--- src/rtl/dcache_stream_responder_pkg.sv ---
// Shared types and constants for the dcache stream responder.
// Holds the cache-line geometry, the scalar address type and the FSM state enum.
package dcache_stream_responder_pkg;

  typedef logic [31:0] scalar_t;

  localparam int unsigned CACHE_LINE_BYTES = 64;
  localparam int unsigned LINE_SHIFT       = $clog2(CACHE_LINE_BYTES);

  typedef enum logic [1:0] {
    ST_IDLE   = 2'd0,
    ST_ACTIVE = 2'd1,
    ST_DONE   = 2'd2
  } stream_resp_state_t;

  function automatic scalar_t line_align(input scalar_t addr);
    return addr & ~scalar_t'(CACHE_LINE_BYTES - 1);
  endfunction

  function automatic scalar_t line_offset(input scalar_t lines);
    return lines << LINE_SHIFT;
  endfunction

endpackage

--- src/rtl/dcache_stream_responder_sync_fifo.sv ---
// Small synchronous FIFO used as the retry queue of the stream responder.
// Power-of-two SIZE; flush_i empties it; a push into a full FIFO is dropped unless a pop frees a slot.
module sync_fifo #(
  parameter int WIDTH = 32,
  parameter int SIZE  = 4
) (
  input  logic             clk_i,
  input  logic             reset_i,
  input  logic             flush_i,
  input  logic             push_i,
  input  logic [WIDTH-1:0] push_data_i,
  input  logic             pop_i,
  output logic [WIDTH-1:0] pop_data_o,
  output logic             empty_o
);

  localparam int PTR_W = $clog2(SIZE);
  localparam int CNT_W = PTR_W + 1;

  logic [WIDTH-1:0] mem_q [SIZE];
  logic [PTR_W-1:0] wr_q, wr_d, rd_q, rd_d;
  logic [CNT_W-1:0] count_q, count_d;
  logic             full_s, push_ok_s, pop_ok_s;

  assign full_s     = (count_q == CNT_W'(SIZE));
  assign empty_o    = (count_q == CNT_W'(0));
  assign pop_ok_s   = pop_i && !empty_o;
  assign push_ok_s  = push_i && (!full_s || pop_ok_s);
  assign pop_data_o = mem_q[rd_q];

  // Pointer and occupancy next-state
  always_comb begin
    wr_d    = wr_q;
    rd_d    = rd_q;
    count_d = count_q;
    if (flush_i) begin
      wr_d    = '0;
      rd_d    = '0;
      count_d = '0;
    end else begin
      wr_d    = wr_q + PTR_W'(push_ok_s);
      rd_d    = rd_q + PTR_W'(pop_ok_s);
      count_d = count_q + CNT_W'(push_ok_s) - CNT_W'(pop_ok_s);
    end
  end

  // Pointer and occupancy registers
  always_ff @(posedge clk_i or posedge reset_i) begin
    if (reset_i) begin
      wr_q    <= '0;
      rd_q    <= '0;
      count_q <= '0;
    end else begin
      wr_q    <= wr_d;
      rd_q    <= rd_d;
      count_q <= count_d;
    end
  end

  // Storage array; contents are don't-care until written
  always_ff @(posedge clk_i) begin
    if (push_ok_s && !flush_i) begin
      mem_q[wr_q] <= push_data_i;
    end
  end

endmodule

--- src/rtl/dcache_stream_responder.sv ---
// Streams line-aligned accesses into dcache_tag_stage, retries misses and reports hits/completion.
// Optional DCACHE_STREAM_PERF_EN adds perf_miss_count and perf_stall_cycles outputs.
module dcache_stream_responder
  import dcache_stream_responder_pkg::*;
#(
  parameter int MAX_IN_FLIGHT = 4
) (
  input  logic        clk,
  input  logic        reset,
  input  logic        interface_req,
  input  logic [31:0] base_addr,
  input  logic [31:0] depth,
  output logic        interface_busy,
  output logic        tag_inject_req,
  output logic [31:0] tag_inject_addr,
  input  logic        tag_inject_ack,
  input  logic        dd_inject_valid,
  input  logic        dd_inject_hit,
  input  logic [31:0] dd_inject_addr,
  output logic        dcache_response,
  output logic        dcache_complete
`ifdef DCACHE_STREAM_PERF_EN
  ,
  output logic [31:0] perf_miss_count,
  output logic [31:0] perf_stall_cycles
`endif
);

  localparam int IFW = $clog2(MAX_IN_FLIGHT) + 1;

  stream_resp_state_t state_q, state_d;
  scalar_t            base_q, base_d, depth_q, depth_d;
  scalar_t            issued_q, issued_d, hits_q, hits_d;
  scalar_t            addr_q, addr_d;
  logic [IFW-1:0]     in_flight_q, in_flight_d, unresolved_q, unresolved_d;
  logic               req_q, req_d, retry_q, retry_d;
  logic               resp_q, resp_d, complete_q, complete_d, busy_q, busy_d;

  logic               accept_s, ack_s, prim_acc_s, resolve_s, hit_s, miss_s, all_hit_s, slot_free_s;
  scalar_t            issued_nx_s, hits_nx_s;
  logic [IFW-1:0]     in_flight_nx_s, unresolved_nx_s;
  logic               fifo_pop_s, fifo_empty_s;
  scalar_t            fifo_head_s;

  assign accept_s    = (state_q == ST_IDLE) && interface_req;
  assign ack_s       = req_q && tag_inject_ack;
  assign prim_acc_s  = ack_s && !retry_q;
  // Resolutions with nothing outstanding are stale (e.g. left over from before a reset)
  assign resolve_s   = (state_q == ST_ACTIVE) && dd_inject_valid && (unresolved_q != IFW'(0));
  assign hit_s       = resolve_s && dd_inject_hit;
  assign miss_s      = resolve_s && !dd_inject_hit;
  assign slot_free_s = !req_q || ack_s;

  assign issued_nx_s     = issued_q + 32'(prim_acc_s);
  assign hits_nx_s       = hits_q + 32'(hit_s);
  assign in_flight_nx_s  = in_flight_q + IFW'(prim_acc_s) - IFW'(hit_s);
  assign unresolved_nx_s = unresolved_q + IFW'(ack_s) - IFW'(resolve_s);
  assign all_hit_s       = (state_q == ST_ACTIVE) && (hits_nx_s == depth_q);

  sync_fifo #(
    .WIDTH ($bits(scalar_t)),
    .SIZE  (MAX_IN_FLIGHT)
  ) u_retry_fifo (
    .clk_i       (clk),
    .reset_i     (reset),
    .flush_i     (accept_s),
    .push_i      (miss_s),
    .push_data_i (dd_inject_addr),
    .pop_i       (fifo_pop_s),
    .pop_data_o  (fifo_head_s),
    .empty_o     (fifo_empty_s)
  );

  // FSM state register
  always_ff @(posedge clk or posedge reset) begin
    if (reset) begin
      state_q <= ST_IDLE;
    end else begin
      state_q <= state_d;
    end
  end

  // FSM next-state logic
  always_comb begin
    state_d = state_q;
    case (state_q)
      ST_IDLE: begin
        if (accept_s) begin
          state_d = (depth == 32'd0) ? ST_DONE : ST_ACTIVE;
        end else begin
          state_d = ST_IDLE;
        end
      end
      ST_ACTIVE: begin
        if (all_hit_s) begin
          state_d = ST_DONE;
        end else begin
          state_d = ST_ACTIVE;
        end
      end
      ST_DONE: state_d = ST_IDLE;
      default: state_d = ST_IDLE;
    endcase
  end

  // FSM outputs and datapath next values
  always_comb begin
    base_d       = base_q;
    depth_d      = depth_q;
    issued_d     = issued_q;
    hits_d       = hits_q;
    in_flight_d  = in_flight_q;
    unresolved_d = unresolved_q;
    req_d        = req_q;
    addr_d       = addr_q;
    retry_d      = retry_q;
    fifo_pop_s   = 1'b0;
    case (state_q)
      ST_IDLE: begin
        req_d = 1'b0;
        if (accept_s) begin
          base_d       = line_align(base_addr);
          depth_d      = depth;
          issued_d     = '0;
          hits_d       = '0;
          in_flight_d  = '0;
          unresolved_d = '0;
          retry_d      = 1'b0;
          addr_d       = line_align(base_addr);
          req_d        = (depth != 32'd0);
        end else begin
          retry_d = 1'b0;
        end
      end
      ST_ACTIVE: begin
        issued_d     = issued_nx_s;
        hits_d       = hits_nx_s;
        in_flight_d  = in_flight_nx_s;
        unresolved_d = unresolved_nx_s;
        if (all_hit_s) begin
          req_d = 1'b0;
        end else if (slot_free_s) begin
          // Retries win over new lines; the popped entry stays counted in in_flight
          if (!fifo_empty_s) begin
            fifo_pop_s = 1'b1;
            req_d      = 1'b1;
            addr_d     = fifo_head_s;
            retry_d    = 1'b1;
          end else if ((issued_nx_s < depth_q) && (in_flight_nx_s < IFW'(MAX_IN_FLIGHT))) begin
            req_d   = 1'b1;
            addr_d  = base_q + line_offset(issued_nx_s);
            retry_d = 1'b0;
          end else begin
            req_d = 1'b0;
          end
        end else begin
          req_d = 1'b1;
        end
      end
      ST_DONE: req_d = 1'b0;
      default: req_d = 1'b0;
    endcase
    resp_d     = hit_s;
    complete_d = all_hit_s || ((state_q == ST_DONE) && !complete_q);
    busy_d     = (state_d != ST_IDLE) || complete_d;
  end

  // Datapath and registered outputs
  always_ff @(posedge clk or posedge reset) begin
    if (reset) begin
      base_q       <= '0;
      depth_q      <= '0;
      issued_q     <= '0;
      hits_q       <= '0;
      in_flight_q  <= '0;
      unresolved_q <= '0;
      req_q        <= 1'b0;
      addr_q       <= '0;
      retry_q      <= 1'b0;
      resp_q       <= 1'b0;
      complete_q   <= 1'b0;
      busy_q       <= 1'b0;
    end else begin
      base_q       <= base_d;
      depth_q      <= depth_d;
      issued_q     <= issued_d;
      hits_q       <= hits_d;
      in_flight_q  <= in_flight_d;
      unresolved_q <= unresolved_d;
      req_q        <= req_d;
      addr_q       <= addr_d;
      retry_q      <= retry_d;
      resp_q       <= resp_d;
      complete_q   <= complete_d;
      busy_q       <= busy_d;
    end
  end

  assign interface_busy  = busy_q;
  assign tag_inject_req  = req_q;
  assign tag_inject_addr = addr_q;
  assign dcache_response = resp_q;
  assign dcache_complete = complete_q;

`ifdef DCACHE_STREAM_PERF_EN
  logic [31:0] perf_miss_q, perf_stall_q;

  // Saturating miss and tag-stall counters, cleared per accepted request
  always_ff @(posedge clk or posedge reset) begin
    if (reset) begin
      perf_miss_q  <= '0;
      perf_stall_q <= '0;
    end else if (accept_s) begin
      perf_miss_q  <= '0;
      perf_stall_q <= '0;
    end else begin
      if (miss_s && (perf_miss_q != 32'hFFFF_FFFF)) begin
        perf_miss_q <= perf_miss_q + 32'd1;
      end
      if ((state_q == ST_ACTIVE) && req_q && !tag_inject_ack && (perf_stall_q != 32'hFFFF_FFFF)) begin
        perf_stall_q <= perf_stall_q + 32'd1;
      end
    end
  end

  assign perf_miss_count   = perf_miss_q;
  assign perf_stall_cycles = perf_stall_q;
`endif

endmodule

--- config.mk ---
export PLATFORM = sky130hd
export DESIGN_NAME = dcache_stream_responder
export DESIGN_NICKNAME = d
export VERILOG_FILES = /design/src/rtl/dcache_stream_responder_pkg.sv /design/src/rtl/dcache_stream_responder_sync_fifo.sv /design/src/rtl/dcache_stream_responder.sv
export SDC_FILE = /design/constraint.sdc
export NUM_CORES = 1
export LEC_CHECK = 0
export CAP_MARGIN = 20
export CORE_UTILIZATION = 53
export CTS_BUF_LIST = sky130_fd_sc_hd__clkbuf_16
export DETAILED_ROUTE_END_ITERATION = 10
export PLACE_DENSITY = 0.77
export SYNTH_ARGS = -nofsm -noshare
export SYNTH_HDL_FRONTEND = slang
export SYNTH_HIERARCHICAL = 1
export SYNTH_SLANG_ARGS = --single-unit
--- constraint.sdc ---
create_clock -name clk -period 7.43 [get_ports clk]
set_input_delay 1.8575 -clock clk [delete_from_list [all_inputs] [get_ports clk]]
set_output_delay 1.8575 -clock clk [all_outputs]
set_load 0.1 [all_outputs]
==> flow_summary.ini <==
[power]
vdd_drop_max_mv = 0.367
leakage_nw = 7.81
power_density_mw_per_mm2 = 359

[die]
fp-row-count = 63
initial_core_util_pct = 54.2
die_h_um = 177
core_area_mm2 = 0.0298
die_area_mm2 = 0.0312
io_pins = 138
die_w_um = 177

[worst_setup_path]
crit_type = in -> reg
required_ns = 7.83
crit_arrival_ns = 7.16
crit_fanout = 20
crit_path_end_kind = flip-flop
critPathLaunchType = primary input

[yosys]
synth_top_area_cell = dfrtp_1
syn_area_mm2 = 0.0162
syn_nets = 1608
seq_area_frac_synth_pct = 50.8
postSynthAreaPerCell_um2 = 11.3
ys_seq_elements = 302
yosysWarnings = 6
synth.area.top_cells = dfrtp_1 27%, edfxtp_1 24%, ha_1 5.3%
syn_inst = 1434
synth_cell_types = 75
synthArstFlopShare_pct = 57.6
synth_edf_count = 128
synth_top_area_share_pct = 27.0
synth_ff_type = dfrtp_1

[place]
portBuffers = 131
dpl_cell_area_mm2 = 0.0182
dp_hpwl_um = 28300
gp_congestion = 0.947

[route]
wl_per_cell_um = 20.4
drc = 0
ant_nets = 0
drt_pre_antenna_iters = 5
detail_route.vias_per_cell = 5.98
drt_iter0_markers = 803
routed_wirelength_um = 40900
vias = 12000

[clock_tree]
cts_buffer_depth = 3
cts_setup_buffers = 0
cts_tree = built
cts_resized = 0
cts_made_buffers = 35
hold_buffers = 0
cts_root_buf = clkbuf_16
clock_latency_ns = 0.53
cts.sinks = 302
h-tree-depth = 2
path_clk_slew_ns = 0.06

[finish]
layout-drive-gt1-share_pct = 12.9
n_fill_cell = 2292
most-common-layout-cells = 173 x dfrtp_1, 169 x nand2_1, 145 x o21ai_0, 131 x clkdlybuf4s50_1, 128 x edfxtp_1
multiInputGateArea_mm2 = 0.00748
diodes = 0
area_delta_synth_final_pct = 19.4
ff_latch_area_mm2 = 0.00820
layout_commonest_cell = dfrtp_1
design_area_mm2 = 0.0193
num-nets-final = 1769

[sta]
min_period_ns = 6.76
slew_viol_final = 0
tightest_slew_ns = 1.01
relSlewSlack_pct = 32.2
max_freq_ghz = 0.148
setup_viol = 0
finalHoldViolCount = 0
finClkSkew_ns = 0.0152
tns_ns = 0
post-route-period-util_pct = 91.0
rsz0062_at_grt = no

[run_status]
status = completed

[flow_run]
max-cap-violations = 0

[hold_path]
hp-class = reg -> reg

[global_route]
grt_max_degree = 99
grt_pass1_vias = 12000
grt_pass1_wl_um = 64800
grt_use_total_pct = 26.8
grt_overflow = 0
antenna_found_initial = 0
[kinds of logic after synthesis]
group | after synthesis | synth area share [%]
XOR/XNOR | 100 | 5.59
buffers and inverters | 123 | 3.43
AND/OR/NAND/NOR | 415 | 12.9
multiplexers | 99 | 9.05
adder cells (fa/ha/maj) | 72 | 5.76
flip-flops | 302 | 50.8
AO/OA/AOI/OAI | 323 | 12.5
[sequential cells by signal (all words and copies together) (netlist names), 2 cells and up]
register / flops
in_flight_q: 3
issued_q: 32
hits_q: 32
u_retry_fifo/count_q: 3
depth_q: 32
u_retry_fifo/mem_q: 128
tag_inject_addr: 32
u_retry_fifo/rd_q: 2
unresolved_q: 3
base_q: 26
u_retry_fifo/wr_q: 2
state_q: 2
[synth_stat cells, types with 5 or more instances]
| cell type | instances |
|---|---|
| xnor2_1 | 65 |
| and2_1 | 7 |
| dfrtp_1 | 174 |
| o31ai_1 | 21 |
| or4_1 | 5 |
| a31oi_1 | 8 |
| ha_1 | 68 |
| nor2b_1 | 15 |
| nor2_1 | 62 |
| nand3_1 | 30 |
| and3_1 | 29 |
| o21ai_0 | 145 |
| o211ai_1 | 8 |
| o21bai_1 | 7 |
| a22o_1 | 25 |
| inv_1 | 56 |
| a211oi_1 | 8 |
| a21o_1 | 16 |
| mux2_2 | 48 |
| mux2i_1 | 17 |
| edfxtp_1 | 128 |
| clkbuf_1 | 49 |
| nor3_1 | 19 |
| xor2_1 | 33 |
| buf_2 | 5 |
| nand4_1 | 25 |
| or3_1 | 8 |
| mux4_2 | 30 |
| a21oi_1 | 48 |
| nand2_1 | 169 |
| nand2b_1 | 8 |
| a2111oi_0 | 6 |
| nor4_1 | 13 |
[layer usage]
layer | vias to the layer above | global-route usage (%) | routed length [um]
met1 | 5895 | 36.5 | 17700
met3 | 72 | 4.57 | 2720
met5 | - | 0 | 0
met4 | 0 | 8.41 | 987
li1 | 5613 | - | -
met2 | 426 | 43.6 | 19500
[metrics by stage]
stage / setup slack [ns] / instances / total power [W] / utilization (%) / hold WS [ns]
2_1_floorplan: 0.279 / 1434 / 0.00451 / - / 0.476
3_3_place_gp: 0.122 / 1947 / 0.00516 / 60.9 / 0.485
3_5_place_dp: 0.104 / 1948 / 0.00526 / 61.0 / 0.492
4_1_cts: 0.602 / 2009 / 0.00696 / 64.7 / 0.508
5_1_grt: 0.277 / 2009 / 0.00726 / 64.7 / 0.524
6_report: 0.665 / 2009 / 0.00692 / 64.7 / 0.501
[critical path: stages]
cell and delay [ns]:
clkdlybuf4s50_1 0.55, nand2_1 0.14, nor2_1 0.16, ha_1 0.20
ha_1 0.21, and2_1 0.19, nand3_1 0.14, nor3_1 0.17
buf_4 0.16, and3_1 0.19, and2_1 0.20, nand2_1 0.10
xnor2_1 0.17, ha_1 0.19, a21o_1 0.15, a21o_1 0.17
a21oi_1 0.18, nor2_1 0.05, a2111oi_0 0.57, o22ai_1 0.20
or3_1 0.39, a2bb2oi_4 0.22, buf_12 0.25, buf_12 0.15
a22o_1 0.20
[power breakdown]
group | internal [W] | leakage (nW) | switching (W) | total [W]
clock network | 0.000972 | 0.572 | 0.000700 | 0.00167
logic | 0.00113 | 3.88 | 0.00179 | 0.00292
registers | 0.00210 | 3.35 | 0.000235 | 0.00233
total | 0.00420 | 7.81 | 0.00273 | 0.00692
[path summary, 6_finish.rpt]
check / endpoint / slack (ns) / cells past startpoint / start
max: tag_inject_addr[4] / 0.67 / 25 / tag_inject_ack
min: tag_inject_addr[6] / 0.50 / 1 / tag_inject_addr[6]
max reg2reg: u_retry_fifo/count_q[2] / 1.77 / 23 / state_q[0]
min reg2reg: tag_inject_addr[6] / 0.50 / 1 / tag_inject_addr[6]
max in group asynchronous: hits_q[19] / 4.33 / 3 / reset
min in group asynchronous: u_retry_fifo/rd_q[0] / 1.72 / 2 / reset
[cell type report]
type / instances / area share (%)
multi-input cells: 1009 / 38.8
clock inverters: 26 / 1.17
clock buffers: 35 / 4.54
repair buffers: 190 / 9.29
well taps: 390 / 2.53
inverters: 57 / 1.14
flip-flops and latches: 302 / 42.5
Note: power is estimated with default switching activity, not from simulation.
